## src/rtl/bark_pkg.sv

```systemverilog
// Shared types for the decode/execute boundary: datapath widths, ALU opcode
// encoding and the resolved-instruction record held in the ID/EX register.
package bark_pkg;

    localparam int unsigned XLEN   = 32;
    localparam int unsigned REG_AW = 5;

    // 32-bit encoding so the opcode can be passed to the ALU unchanged.
    typedef enum logic [31:0] {
        AluAdd = 32'd0,
        AluSub = 32'd1,
        AluAnd = 32'd2,
        AluOr  = 32'd3,
        AluXor = 32'd4
    } alu_op_t;

    typedef struct packed {
        alu_op_t           alu_op;
        logic [XLEN-1:0]   operand1;
        logic [XLEN-1:0]   operand2;
        logic [REG_AW-1:0] rd;
        logic              rd_we;
    } ex_instr_t;

    // A write-back candidate targets a source when it is enabled and the indices agree.
    function automatic logic reg_match(input logic              we,
                                       input logic [REG_AW-1:0] rd,
                                       input logic [REG_AW-1:0] rs);
        return we && (rd == rs);
    endfunction

endpackage

```

## src/rtl/operand_bypass.sv

```systemverilog
// Resolves one source operand: x0 zeroing, EX > MEM > WB > register-file
// priority mux, and the read-after-write hazard check for that operand.
// Build option: FORWARDING_EN selects the bypass network; without it the
// operand always comes from the register file and matches raise a hazard.
module operand_bypass
    import bark_pkg::*;
(
    input  logic [REG_AW-1:0] rs_i,
    input  logic [XLEN-1:0]   rs_data_i,
    input  logic              used_i,
    input  logic              ex_we_i,
    input  logic [REG_AW-1:0] ex_rd_i,
    input  logic [XLEN-1:0]   ex_data_i,
    input  logic              mem_we_i,
    input  logic [REG_AW-1:0] mem_rd_i,
    input  logic [XLEN-1:0]   mem_data_i,
    input  logic              wb_we_i,
    input  logic [REG_AW-1:0] wb_rd_i,
    input  logic [XLEN-1:0]   wb_data_i,
    output logic [XLEN-1:0]   operand_o,
    output logic              hazard_o
);

    logic rs_zero;
    logic ex_hit;
    logic mem_hit;
    logic wb_hit;

    assign rs_zero = (rs_i == '0);
    assign ex_hit  = reg_match(ex_we_i, ex_rd_i, rs_i);
    assign mem_hit = reg_match(mem_we_i, mem_rd_i, rs_i);
    assign wb_hit  = reg_match(wb_we_i, wb_rd_i, rs_i);

`ifdef FORWARDING_EN
    // With bypassing every operand is always available, so usage does not matter.
    logic unused_used;
    assign unused_used = used_i;

    // Youngest producer wins; x0 is hard-wired and never bypassed.
    always_comb begin
        operand_o = rs_data_i;
        hazard_o  = 1'b0;
        if (rs_zero) begin
            operand_o = '0;
        end else if (ex_hit) begin
            operand_o = ex_data_i;
        end else if (mem_hit) begin
            operand_o = mem_data_i;
        end else if (wb_hit) begin
            operand_o = wb_data_i;
        end
    end
`else
    // Producer data is never consumed when the bypass network is absent.
    logic unused_data;
    assign unused_data = ^{ex_data_i, mem_data_i, wb_data_i};

    // Register file only; any in-flight writer of a used, nonzero source stalls
    // (including WB, as the register file does not write through).
    always_comb begin
        operand_o = rs_zero ? '0 : rs_data_i;
        hazard_o  = used_i && !rs_zero && (ex_hit || mem_hit || wb_hit);
    end
`endif

endmodule

```

## src/rtl/id_ex_stage.sv

```systemverilog
// ID/EX pipeline register in front of the ALU. Accepts decoded instructions
// on a valid/ready handshake, resolves both operands at transfer time and
// holds alu_control/operands stable for the combinational ALU. Counts hazard
// stall cycles in a saturating counter.
// Build option: FORWARDING_EN enables the EX/MEM/WB bypass network.
module id_ex_stage
    import bark_pkg::*;
#(
    parameter int unsigned STALL_CNT_W = 16
) (
    input  logic                   clk,
    input  logic                   rst_n,

    input  logic                   in_valid,
    output logic                   in_ready,
    input  logic [31:0]            in_alu_op,
    input  logic [REG_AW-1:0]      in_rs1,
    input  logic [REG_AW-1:0]      in_rs2,
    input  logic [XLEN-1:0]        in_rs1_data,
    input  logic [XLEN-1:0]        in_rs2_data,
    input  logic [XLEN-1:0]        in_imm,
    input  logic                   in_use_imm,
    input  logic [REG_AW-1:0]      in_rd,
    input  logic                   in_rd_we,

    input  logic                   flush,

    input  logic [XLEN-1:0]        ex_result,
    input  logic                   mem_we,
    input  logic [REG_AW-1:0]      mem_rd,
    input  logic [XLEN-1:0]        mem_data,
    input  logic                   wb_we,
    input  logic [REG_AW-1:0]      wb_rd,
    input  logic [XLEN-1:0]        wb_data,

    output logic                   out_valid,
    input  logic                   out_ready,
    output logic [31:0]            out_alu_control,
    output logic [XLEN-1:0]        out_operand1,
    output logic [XLEN-1:0]        out_operand2,
    output logic [REG_AW-1:0]      out_rd,
    output logic                   out_rd_we,

    output logic [STALL_CNT_W-1:0] stall_count
);

    ex_instr_t              out_q, out_d;
    logic                   out_valid_q, out_valid_d;
    logic [STALL_CNT_W-1:0] stall_q, stall_d;

    logic                   ex_we;
    logic [XLEN-1:0]        rs1_operand;
    logic [XLEN-1:0]        rs2_operand;
    logic                   rs1_hazard;
    logic                   rs2_hazard;
    logic                   hazard;
    logic                   transfer;
    ex_instr_t              resolved;

    // The instruction in our own output register is the EX-stage producer.
    assign ex_we = out_valid_q && out_q.rd_we;

    operand_bypass u_bypass_rs1 (
        .rs_i       (in_rs1),
        .rs_data_i  (in_rs1_data),
        .used_i     (1'b1),
        .ex_we_i    (ex_we),
        .ex_rd_i    (out_q.rd),
        .ex_data_i  (ex_result),
        .mem_we_i   (mem_we),
        .mem_rd_i   (mem_rd),
        .mem_data_i (mem_data),
        .wb_we_i    (wb_we),
        .wb_rd_i    (wb_rd),
        .wb_data_i  (wb_data),
        .operand_o  (rs1_operand),
        .hazard_o   (rs1_hazard)
    );

    operand_bypass u_bypass_rs2 (
        .rs_i       (in_rs2),
        .rs_data_i  (in_rs2_data),
        .used_i     (!in_use_imm),
        .ex_we_i    (ex_we),
        .ex_rd_i    (out_q.rd),
        .ex_data_i  (ex_result),
        .mem_we_i   (mem_we),
        .mem_rd_i   (mem_rd),
        .mem_data_i (mem_data),
        .wb_we_i    (wb_we),
        .wb_rd_i    (wb_rd),
        .wb_data_i  (wb_data),
        .operand_o  (rs2_operand),
        .hazard_o   (rs2_hazard)
    );

    // Handshake: no skid buffer, so ready depends on the downstream consume.
    always_comb begin
        hazard   = rs1_hazard || rs2_hazard;
        in_ready = !hazard && (!out_valid_q || out_ready);
        transfer = in_valid && in_ready;
    end

    // Assemble the resolved instruction presented to the output register.
    always_comb begin
        resolved          = '0;
        resolved.alu_op   = alu_op_t'(in_alu_op);
        resolved.operand1 = rs1_operand;
        resolved.operand2 = in_use_imm ? in_imm : rs2_operand;
        resolved.rd       = in_rd;
        resolved.rd_we    = in_rd_we;
    end

    // Output register next state: flush beats transfer beats drain beats hold.
    always_comb begin
        out_d       = out_q;
        out_valid_d = out_valid_q;
        if (flush) begin
            out_valid_d = 1'b0;
        end else if (transfer) begin
            out_d       = resolved;
            out_valid_d = 1'b1;
        end else if (out_valid_q && out_ready) begin
            out_valid_d = 1'b0;
        end
    end

    // Stall counter saturates at all-ones rather than wrapping.
    always_comb begin
        stall_d = stall_q;
        if (in_valid && hazard && (stall_q != '1)) begin
            stall_d = stall_q + STALL_CNT_W'(1);
        end
    end

    // State registers with synchronous active-low reset.
    always_ff @(posedge clk) begin
        if (!rst_n) begin
            out_q       <= '0;
            out_valid_q <= 1'b0;
            stall_q     <= '0;
        end else begin
            out_q       <= out_d;
            out_valid_q <= out_valid_d;
            stall_q     <= stall_d;
        end
    end

    // Drive outputs straight from the registers so the ALU sees stable values.
    always_comb begin
        out_valid       = out_valid_q;
        out_alu_control = out_q.alu_op;
        out_operand1    = out_q.operand1;
        out_operand2    = out_q.operand2;
        out_rd          = out_q.rd;
        out_rd_we       = out_q.rd_we;
        stall_count     = stall_q;
    end

endmodule

```

## config.mk

```make
export PLATFORM = sky130hd
export DESIGN_NAME = id_ex_stage
export DESIGN_NICKNAME = d
export VERILOG_FILES = /design/src/rtl/bark_pkg.sv /design/src/rtl/operand_bypass.sv /design/src/rtl/id_ex_stage.sv
export SDC_FILE = /design/constraint.sdc
export NUM_CORES = 1
export LEC_CHECK = 0
export ABC_AREA = 1
export BUFFER_PORTS_ARGS = -buffer_cell sky130_fd_sc_hd__buf_2
export CAP_MARGIN = 20
export CORE_AREA = 2 2 148 150
export DETAILED_ROUTE_END_ITERATION = 8
export DIE_AREA = 0 0 150 152
export GPL_TIMING_DRIVEN = 0
export RECOVER_POWER = 50
export SLEW_MARGIN = 20
export SYNTH_ARGS = -nofsm -noshare
export SYNTH_HDL_FRONTEND = slang
export SYNTH_SLANG_ARGS = --single-unit
```

## constraint.sdc

```tcl
create_clock -name clk -period 1.8 [get_ports clk]
set_clock_uncertainty 0.05 [all_clocks]
set_input_delay 0.18 -clock clk [delete_from_list [all_inputs] [get_ports clk]]
set_output_delay 0.18 -clock clk [all_outputs]
set_load 0.02 [all_outputs]
```

# Yosys cells after proc, flatten, opt, wreduce, memory -nomap -nowiden
# Cells that the tools add are included.
# classes
addsub,1
mul,0
div,0
n_lt_le_gt_ge,0
eq_ne,7
shift,0
mux,5
bitwise_logic,2
reduce_logical,31
# op_table
op,count
$mux 32,3
$eq 5x5->1,6
$add 16x1->16 const B,1
$ne 16x16->1 const B,1
$logic_and 1x1->1,15
$logic_not 5->1,2
$logic_or 1x1->1,6
$logic_not 1->1,5
$mux 1,2
$not 1->1,2
$reduce_and 2->1,1
$reduce_bool 2->1,1
$reduce_or 2->1,1
# totals
reg_bits,119
latch_bits,0
ram_bits,0
mem_bits_ro,0
output_inout_bits,120
word_cells,53
n_memories,0

# Depth between registers and ports, before layout
# depth
ltp_word,10
ltp_mapped,14
ltp_nobuf,13

# Hierarchy
# A second synthesis with hierarchy kept.
# hier_totals
cells_unflattened,939
area_unflattened_um2,6048.3
# by_module_without_submodules
module,instances,cells_each,area_per_inst_um2,seq_area_each_um2
id_ex_stage,1,639,4817.1,2382.3
operand_bypass,2,150,615.6,0.0

# Worst setup path after synthesis
# Ideal clock, no wire load.
# synth_path
kind,reg2reg
startpoint,register stall_q[1] (netlist: stall_count[1])
endpoint,register stall_q[10] (netlist: stall_count[10])
arrival_ns,1.820
slack_ns,-0.141
stages_incl_launch_ff,10
synth_period_minus_slack_ns,1.941
path_cell_list,dfxtp_1 > ha_1 > nand2_2 > nor3_4 > nand3_1 > nand3b_4 > nand3_2 > buf_4 > nand2_1 > a21oi_1
# synth_between
elab_chain_len,2
elab_cells_between_ends,3
cone_classes,add/sub (1); eq/ne (1); reduce/logical (1)
# synth_rtl
item,line_no,rtl
from (decl),id_ex_stage.sv:49,"logic [STALL_CNT_W-1:0] stall_q, stall_d;"
from (signal assigned),id_ex_stage.sv:145,stall_q <= stall_d;
branches (longest 2 deep; another with $add 16x1->16),--,
# Parallel ways; which one is timed is not known.
# A chain may end at the register's enable or synchronous reset.

# Final worst setup path
# layout_path
startpoint,"register out_q, in the netlist out_rd[1]"
endpoint,"register out_q, in the netlist out_alu_control[19]"
# layout_between
elab_chain_len,10
elab_cells_between_ends,15
cone_classes,eq/ne (2); reduce/logical (13)
# layout_rtl
item,line_no,rtl
from (decl),id_ex_stage.sv:47,"ex_instr_t out_q, out_d;"
from (signal assigned),id_ex_stage.sv:143,out_q <= out_d;
$eq 5x5->1,bark_pkg.sv:29,return we && (rd == rs);
$logic_and 1x1->1,bark_pkg.sv:29,
$logic_or 1x1->1 (2 in a row),operand_bypass.sv:62,hazard_o = used_i && !rs_zero && (ex_hit || mem_hit || wb_hit);
$logic_and 1x1->1,operand_bypass.sv:62,
$logic_or 1x1->1 *,id_ex_stage.sv:99,hazard = rs1_hazard || rs2_hazard;
$logic_not 1->1 *,id_ex_stage.sv:100,in_ready = !hazard && (!out_valid_q || out_ready);
$logic_and 1x1->1 *,id_ex_stage.sv:100,
$logic_and 1x1->1 *,id_ex_stage.sv:101,transfer = in_valid && in_ready;
$reduce_and 2->1 (no source line) *,--,
# Every way passes the cells marked *; elsewhere a longest branch is shown, timed or not.

==> results_dict.tcl <==
set metrics [dict create \
    via_per_inst 4.55 \
    max_cap_violations 0 \
    drt-wirelength-per-cell_um 14.9 \
    power_mw 8.74 \
    synth_cell_types 29 \
    die_h_um 152 \
    setup_viol 108 \
    clkLatencyLatePin_ps 420 \
    cp_cell_sequence "inv_2, nand2_1, nand2_1, nor2_1, nand3_1, nand3_2, nand2_2, buf_6, nand4_4, nor2_4, buf_12, buf_12, clkbuf_16, nor2_4, nor2_1" \
    drt_iter0_drc 276 \
    grt-ovfl-total 0 \
    slowest_stage "dfxtp_4" \
    gp_congestion 0.889 \
    worstHoldPathType "in2reg" \
    fin_area_um2 9960 \
    period_share_pct 111 \
    grt_pass1_wl_um 37000 \
    max_freq_mhz 500 \
    die_area_um2 22800 \
    path_clk_slew_ps 60 \
    routed_wl_um 25300 \
    grt_setup_unrepaired "true" \
    dp_slack_ps -476 \
    wl_met1_um 11400 \
    status "finished with violations" \
    dp_hpwl_um 18200 \
    hold_viol 0 \
    peakVddDrop_mv 0.520 \
    leakagePower_nw 5.20 \
    arrival_ps 2300 \
    core_um2 21400 \
    syn_area_um2 6560 \
    initial_core_util_pct 30.7 \
    worstPathMaxFanout 6 \
    dr.pass1.iters 5 \
    synth_edf_count 0 \
    place_area_um2 8310 \
    dr_wl_met2_um 11600 \
    synth_fp_nets 1333 \
    die_w_um 150 \
    io_buffers 278 \
    critPathKind "reg2reg" \
    fin_nets 1671 \
    antenna_found_initial 2 \
    tightestPinTransition_ps 822 \
    end_kind "flip-flop" \
    syn_to_final_growth_pct 51.8 \
    postRouteAntennaNets 0 \
    cp.required_ps 2100 \
    holdPathStages 5 \
    fin_crit_ps 2000 \
    io_pins 378 \
    maxSlewHeadroom_pct 45.2 \
    yosysSeqAreaShare_pct 36.3 \
    cts_made_buffers 17 \
    cts_max_path_buffers 2 \
    cts.sinks 119 \
    startpoint_type "flip-flop" \
    slew_viol_final 0 \
    fin_ws_ps -199 \
    htreeDepth 4 \
    max_stage_delay_ps 350 \
    syn_area_per_cell_um2 6.11 \
    top_layer "met5" \
    num_vias 7756 \
    ys_async_sr_fraction_pct 0 \
    grt_usage_pct 20.7 \
    synth_flop_cell "dfxtp_1" \
    grt_max_degree 17 \
    wl_met3_um 1940 \
    synthCells 1074 \
    fin_util_pct 46.7 \
    ys_ff_latch 119 \
    violations "negative setup slack" \
    r2r_cells 15 \
    row_count 54 \
    cts_root_buf "clkbuf_16" \
    drive_above_1_share_pct 29.6 \
    yosys_warnings 0 \
    drc 0 \
    cts_tree "yes" \
    grt_pass1_vias 7063 \
    power_density_nw_per_um2 877 \
    fillerInstances 2283 \
]
[worst max-delay path, delay by kind of cell, from the launching register on]
kind                   cells  cell delay [ps]
and+or+nand+nor           10              860
buffers and inverters      5              650
DFF                        1              350
[placed cells by master (no fill, tap or decap), drive strengths merged, types with 5 or more instances in the layout]
master  synthesis  routed
dfxtp         119     119
a21oi          17      17
nand4          96      96
buf            36     285
bufinv          0       6
clkbuf         32     119
nor2          238     238
nand3          34      34
nand2         349     349
inv           124     128
o21ai           5       5
nor3            7       7
xnor2           5       5
xor2            7       7
clkinv          1       5
[cell families (layout without fill, tap and decap cells)]
family	count (synthesis)	in the layout	synth area share, %
and+or+nand+nor	726	726	47.2
buffers and inverters	193	544	12.9
DFF	119	119	36.3
AOI/OAI and AO/OA	23	23	1.85
xor gates and xnor gates	12	12	1.60
adders and majority gates	1	1	0.191
other	0	1	0
[what timing repair did]
action                     CTS  global route
hold buffers                 0             0
cloned                       1            14
setup endpoints to repair  119           119
pin swaps                    4            76
setup buffers               13            17
gates resized for setup     38           133
[layer usage]
| metal | vias to the layer above | track usage [%] |
|---|---|---|
| met4 | 2 | 6.11 |
| met2 | 245 | 33.7 |
| li1 | 4015 | - |
| met3 | 36 | 5.95 |
| met1 | 3458 | 26.6 |
| met5 | - | 0 |
[registers in the layout, summed over array words and instances (netlist names)]
signal           cells
out_rd_we            1
out_operand1        32
out_alu_control     32
stall_count         16
out_operand2        32
out_valid            1
out_rd               5
[power by group]
part / switching, mW / internal (mW)
combinational: 1.10 / 0.761
clock: 1.34 / 2.61
sequential: 0.123 / 2.81
[worst paths after layout]
check | from | to | slack [ps]
min | in_rs1_data[2] | out_operand1[2] | 20
max reg2reg | out_rd[1] | out_alu_control[19] | -200
min reg2reg | out_operand1[8] | out_operand1[8] | 410
max | out_rd[1] | out_alu_control[19] | -200
[stage by stage]
step                hold slack (ps)  cells  TNS [ps]
floorplan                       346   1074         0
global placement                406   1632    -33730
detailed placement              417   1632    -36310
CTS                            7.10   1678    -14210
global route                   42.5   1706    -29920
finish                         19.4   1706    -14390
[final cells by class]
type / instances / area, um2 / area share, %
multi-input combinational: 762 / 3660 / 36.7
sequential: 119 / 2410 / 24.2
timing repair buffer: 323 / 1960 / 19.6
inverter: 125 / 469 / 4.71
buffer: 64 / 440 / 4.42
clock buffer: 17 / 425 / 4.27
tap: 280 / 350 / 3.52
clock inverter: 15 / 248 / 2.49
antenna: 1 / 2.50 / 0.0251
[cell usage after synthesis, types with 2 or more instances]
cell type / n / area share [%]
inv_2: 9 / 0.51
buf_1: 13 / 0.74
nand4_1: 95 / 9.1
nand2_1: 345 / 20
xor2_1: 7 / 0.93
buf_6: 14 / 2.4
a21oi_1: 17 / 1.3
o21ai_0: 4 / 0.31
nor2_1: 236 / 13
dfxtp_1: 119 / 36
xnor2_1: 5 / 0.67
nor3_1: 6 / 0.46
inv_1: 115 / 6.6
nand3_1: 32 / 2.4
buf_4: 2 / 0.23
clkbuf_1: 32 / 1.8
buf_2: 7 / 0.53
nand2_2: 4 / 0.38
nor2_4: 2 / 0.34
(Power assumes the default switching activity.)
